<file path="src/rtl/hazard_stall_unit.sv">
// rtl/hazard_stall_unit.sv - pipeline hazard/stall controller for the 5-stage RV32I core
//
// Handles the hazards the forwarding unit cannot resolve. These are load-use bubbles,
// taken-branch flushes, and a whole-pipe freeze while data memory is busy. A freeze that
// runs too long latches a sticky timeout. The stall and flush outputs are combinational
// from the inputs and the current state. The counters and the state update one cycle later.
//
// Ports:
//   clk, rst_n                        clock, asynchronous active-low reset
//   readReg1_ID/readReg2_ID           rs1/rs2 of the ID instruction
//   usesRs1_ID/usesRs2_ID             ID instruction really reads rs1/rs2
//   addwriteReg_EX, memRead_EX        rd of the EX instruction, EX is a load
//   branchTaken_EX                    EX resolved a taken branch/jump
//   memReq_MEM, memReady_MEM          MEM access pending / completing
//   stall_PC/IFID/IDEX/EXMEM          hold enables
//   flush_IFID/IDEX/MEMWB             bubble enables
//   memTimeout                        sticky memory-wait timeout
//   stallCount, flushCount            saturating perf counters
module hazard_stall_unit #(
  parameter int CNT_W    = 16,
  parameter int MAX_WAIT = 64
) (
  input  logic             clk,
  input  logic             rst_n,
  input  logic [4:0]       readReg1_ID,
  input  logic [4:0]       readReg2_ID,
  input  logic             usesRs1_ID,
  input  logic             usesRs2_ID,
  input  logic [4:0]       addwriteReg_EX,
  input  logic             memRead_EX,
  input  logic             branchTaken_EX,
  input  logic             memReq_MEM,
  input  logic             memReady_MEM,
  output logic             stall_PC,
  output logic             stall_IFID,
  output logic             stall_IDEX,
  output logic             stall_EXMEM,
  output logic             flush_IFID,
  output logic             flush_IDEX,
  output logic             flush_MEMWB,
  output logic             memTimeout,
  output logic [CNT_W-1:0] stallCount,
  output logic [CNT_W-1:0] flushCount
);

  localparam int WC_W = $clog2(MAX_WAIT + 1);

  typedef enum logic [1:0] {S_RUN, S_WAIT, S_ERROR} state_e;

  state_e            state_q, state_d;
  logic [WC_W-1:0]   wait_cnt_q, wait_cnt_d;
  logic [CNT_W-1:0]  stall_cnt_q, stall_cnt_d;
  logic [CNT_W-1:0]  flush_cnt_q, flush_cnt_d;
  logic              timeout_q, timeout_d;

  logic freeze, load_use;
  logic frz_out, run_rules, branch_flush;
  logic s_pc, s_ifid, f_ifid, f_idex;

  assign freeze   = memReq_MEM & ~memReady_MEM;
  assign load_use = memRead_EX && (addwriteReg_EX != 5'd0) &&
                    ((usesRs1_ID && (readReg1_ID == addwriteReg_EX)) ||
                     (usesRs2_ID && (readReg2_ID == addwriteReg_EX)));

  always_comb begin
    state_d      = state_q;
    wait_cnt_d   = wait_cnt_q;
    timeout_d    = timeout_q;
    frz_out      = 1'b0;
    run_rules    = 1'b0;
    branch_flush = 1'b0;
    s_pc         = 1'b0;
    s_ifid       = 1'b0;
    f_ifid       = 1'b0;
    f_idex       = 1'b0;

    case (state_q)
      S_RUN: begin
        if (freeze) begin
          frz_out    = 1'b1;
          wait_cnt_d = WC_W'(1);
          state_d    = S_WAIT;
        end else begin
          run_rules = 1'b1;
        end
      end
      S_WAIT: begin
        if (freeze) begin
          frz_out = 1'b1;
          if (wait_cnt_q == WC_W'(MAX_WAIT - 1)) begin
            timeout_d = 1'b1;
            state_d   = S_ERROR;
          end else begin
            wait_cnt_d = wait_cnt_q + WC_W'(1);
          end
        end else begin
          // Ready or a withdrawn request releases the pipe in the same cycle.
          run_rules  = 1'b1;
          wait_cnt_d = '0;
          state_d    = S_RUN;
        end
      end
      S_ERROR: frz_out = 1'b1;
      default: state_d = S_RUN;
    endcase

    // A taken branch wins over load-use because the ID instruction is discarded anyway.
    if (run_rules) begin
      if (branchTaken_EX) begin
        branch_flush = 1'b1;
        f_ifid       = 1'b1;
        f_idex       = 1'b1;
      end else if (load_use) begin
        s_pc   = 1'b1;
        s_ifid = 1'b1;
        f_idex = 1'b1;
      end
    end

    if (frz_out) begin
      s_pc   = 1'b1;
      s_ifid = 1'b1;
    end

    stall_cnt_d = stall_cnt_q;
    if (s_pc && (stall_cnt_q != {CNT_W{1'b1}})) stall_cnt_d = stall_cnt_q + CNT_W'(1);
    flush_cnt_d = flush_cnt_q;
    if (branch_flush && (flush_cnt_q != {CNT_W{1'b1}})) flush_cnt_d = flush_cnt_q + CNT_W'(1);
  end

  always_ff @(posedge clk or negedge rst_n) begin
    if (!rst_n) begin
      state_q     <= S_RUN;
      wait_cnt_q  <= '0;
      stall_cnt_q <= '0;
      flush_cnt_q <= '0;
      timeout_q   <= 1'b0;
    end else begin
      state_q     <= state_d;
      wait_cnt_q  <= wait_cnt_d;
      stall_cnt_q <= stall_cnt_d;
      flush_cnt_q <= flush_cnt_d;
      timeout_q   <= timeout_d;
    end
  end

  // Gated by rst_n so that outputs drop at once on reset, even while the inputs still request a freeze.
  assign stall_PC    = rst_n & s_pc;
  assign stall_IFID  = rst_n & s_ifid;
  assign stall_IDEX  = rst_n & frz_out;
  assign stall_EXMEM = rst_n & frz_out;
  assign flush_IFID  = rst_n & f_ifid;
  assign flush_IDEX  = rst_n & f_idex;
  assign flush_MEMWB = rst_n & frz_out;
  assign memTimeout  = timeout_q;
  assign stallCount  = stall_cnt_q;
  assign flushCount  = flush_cnt_q;

endmodule
</file>
<file path="config.mk">
export PLATFORM = sky130hd
export DESIGN_NAME = hazard_stall_unit
export DESIGN_NICKNAME = d
export VERILOG_FILES = /design/src/rtl/hazard_stall_unit.sv
export SDC_FILE = /design/constraint.sdc
export NUM_CORES = 1
export LEC_CHECK = 0
export ABC_AREA = 0
export CORE_MARGIN = 3
export CORE_UTILIZATION = 48
export DETAILED_ROUTE_END_ITERATION = 8
export GPL_TIMING_DRIVEN = 0
export HOLD_SLACK_MARGIN = 0.03
export PLACE_DENSITY = 0.92
export SKIP_CTS_REPAIR_TIMING = 1
export SYNTH_ARGS = -nofsm -noshare
export SYNTH_HDL_FRONTEND = slang
export SYNTH_SLANG_ARGS = --single-unit
export TNS_END_PERCENT = 1
</file>
<file path="constraint.sdc">
create_clock -name clk -period 2.6 [get_ports clk]
set_input_delay 0.52 -clock clk [delete_from_list [all_inputs] [get_ports clk]]
set_output_delay 0.52 -clock clk [all_outputs]
set_load 0.01 [all_outputs]
</file>
==> impl_metrics.env <==
export IMPL_clockBufferDepth=2
export IMPL_coreArea_um2=4440
export IMPL_path_class="input port to primary output"
export IMPL_outcome="finished, violations left"
export IMPL_die_x_um=74.4
export IMPL_ys_warn_count=0
export IMPL_finalSetupViolations=2
export IMPL_synth_cell_types=38
export IMPL_irDropWorstVdd_mv=0.547
export IMPL_vias=1964
export IMPL_holdCritPathClass="input port to asynchronous set/reset pin"
export IMPL_power_density_nw_per_um2=641
export IMPL_syn_area_um2=2240
export IMPL_ant_nets=0
export IMPL_worstRegToRegCells=7
export IMPL_slew_headroom=0.631
export IMPL_max_freq_ghz=0.372
export IMPL_nNetsFinal=326
export IMPL_slew_violations=0
export IMPL_endpoint_kind="primary output"
export IMPL_syn_nets=251
export IMPL_avgViaCountPerCell=5.58
export IMPL_max_cap_violations=0
export IMPL_drt_wl_total_um=5440
export IMPL_critPathSlowestCell="clkdlybuf4s50_1"
export IMPL_drtIter0Drc=149
export IMPL_critical_path_peak_fanout=5
export IMPL_violations="negative setup slack"
export IMPL_globalplace_congestion=0.856
export IMPL_boundaryPins=63
export IMPL_grt_pass1_wl_um=8960
export IMPL_syn_avg_cell_area_um2=9.98
export IMPL_power_leakage_nw=1.38
export IMPL_clkSinkCount=42
export IMPL_synth_async_sr_flop_share=1.00
export IMPL_cts_tree="done"
export IMPL_track_usage=0.207
export IMPL_setup_ws_ps=-86.7
export IMPL_cts_htree_levels=2
export IMPL_ys_ff_latch=42
export IMPL_portBuffers=62
export IMPL_drive_gt1_frac=0.123
export IMPL_crit_chain="clkdlybuf4s50_1, nor2b_2, nor4_2, a21oi_4, buf_6, nor2b_2, buf_4, dlymetal6s2s_1"
export IMPL_worstSkewPairLatency_ps=290
export IMPL_ys_seq_area_frac=0.468
export IMPL_grt_ovfl_total=0
export IMPL_numCtsBuffers=5
export IMPL_period_needed_ps=2690
export IMPL_cpMostUsedCell="nor2b_2"
export IMPL_firstDrtPassIters=6
export IMPL_drc=0
export IMPL_hpwlAfterDp_um=4020
export IMPL_crit_required_ps=2080
export IMPL_clkTransAtPathRegs_ps=80
export IMPL_worstPathArrival_ps=2170
export IMPL_synth_flop_cell="dfrtp_1"
export IMPL_crit_path_max_incr_delay_ps=460
export IMPL_grt_max_degree=35
export IMPL_fin_skew_ps=7.52
export IMPL_dieArea_um2=5530
export IMPL_syn_inst=225
export IMPL_synth_edf_count=0
export IMPL_start_util=0.505
export IMPL_antenna_cells=0
export IMPL_final_cell_mix="52 x clkdlybuf4s50_1, 42 x dfrtp_1, 24 x nand2_1"
export IMPL_wl_per_cell_um=15.5
export IMPL_syn2layout_area_growth_pct=40.1
export IMPL_grt_pass1_vias=1918
export IMPL_dpl_worst_slack_ps=-827
export IMPL_rows=24
export IMPL_antenna_found_initial=0
export IMPL_cp_start_kind="input port"
export IMPL_finalCritPeriodShare=1.03
export IMPL_worst_slew_pin_slew_ps=550
export IMPL_hold_violations=0
export IMPL_layout_commonest_cell="clkdlybuf4s50_1"
export IMPL_finalPower_w=0.00201
export IMPL_rsz0062_at_grt="true"
export IMPL_cts_root_buf="clkbuf_8"
export IMPL_chipHeight_um=74.4
==> per-stage QoR <==
step	instances	TNS, ps	cell area, µm²	util	hold WS [ps]
after global routing	352	-530	3150	0.708	114
after global placement	339	-12550	2930	0.659	450
after detailed placement	340	-2490	2950	0.663	425
final	352	-121	3150	0.708	108
after CTS	347	-2520	3060	0.688	105
after floorplan	225	0	2240	-	224
==> routing by layer <==
| layer | vias to the layer above | part of all wire | track usage |
|---|---|---|---|
| li1 | 929 | - | - |
| met1 | 966 | 0.40 | 0.249 |
| met2 | 57 | 0.54 | 0.368 |
| met3 | 12 | 0.042 | 0.0459 |
| met4 | 0 | 0.019 | 0.0652 |
| met5 | - | 0 | 0 |
==> final cells by class <==
type | instances | area (µm²)
tap | 52 | 65.1
buffer | 7 | 48.8
clock buffer | 6 | 82.6
fill | 345 | 1300
inverter | 5 | 18.8
multi-input combinational | 171 | 1160
sequential | 42 | 1050
timing repair buffer | 68 | 691
clock inverter | 1 | 30.0
==> Yosys cell counts, types with 3 or more instances <==
master    n  area [µm²]
dfrtp_1  42        1050
ha_1      3        37.5
inv_1     5        18.8
buf_4     3        22.5
nand4_1  10        62.6
o21ai_0   9        45.0
nor2_1   13        48.8
nor2b_1   4        25.0
and3_1    9        56.3
buf_2     3        15.0
xor2_1   17         149
nor4b_1   4        35.0
xnor2_1  23         201
nand2_1  24        90.1
nand3_1  15        75.1
nor3_1   12        60.1
nor4_1    3        18.8
==> power by group <==
| group | internal (W) | switching, W | total [W] |
|---|---|---|---|
| logic | 0.000352 | 0.000235 | 0.000587 |
| clock network | 0.000307 | 0.000211 | 0.000518 |
| registers | 0.000761 | 0.000149 | 0.000910 |
| total | 0.00142 | 0.000594 | 0.00201 |
==> cell families after synthesis <==
kind of cell	after synthesis	synth area share
and+or+nand+nor	106	0.254
DFF	42	0.468
xor gates and xnor gates	40	0.156
AOI/OAI and AO/OA	19	0.0563
buffers and inverters	12	0.0301
muxes	3	0.0184
adders and majority gates	3	0.0167
==> critical path: cells and delay by family <==
| kind | cells | cell delay (ps) |
|---|---|---|
| buffers and inverters | 4 | 860 |
| AND/OR/NAND/NOR | 3 | 650 |
| AO/OA/AOI/OAI | 1 | 130 |
==> final timing paths <==
check	start	to	slack [ps]
min in group clk	memTimeout$_DFFE_PN0P_	memTimeout$_DFFE_PN0P_	480
hold reg to reg	memTimeout$_DFFE_PN0P_	memTimeout$_DFFE_PN0P_	480
setup reg to reg	flushCount[0]$_DFFE_PN0P_	flushCount[7]$_DFFE_PN0P_	470
setup / recovery	memReq_MEM	stall_PC	-90
max in group asynchronous	rst_n	stallCount[2]$_DFFE_PN0P_	2020
hold / removal	rst_n	wait_cnt_q[2]$_DFFE_PN0P_	110
==> registers in the layout, indices dropped and copies added, names as in the netlist <==
| signal | count |
|---|---|
| flushCount | 16 |
| memTimeout | 1 |
| state_q | 2 |
| stallCount | 16 |
| wait_cnt_q | 7 |
(Power assumes the default switching activity.)
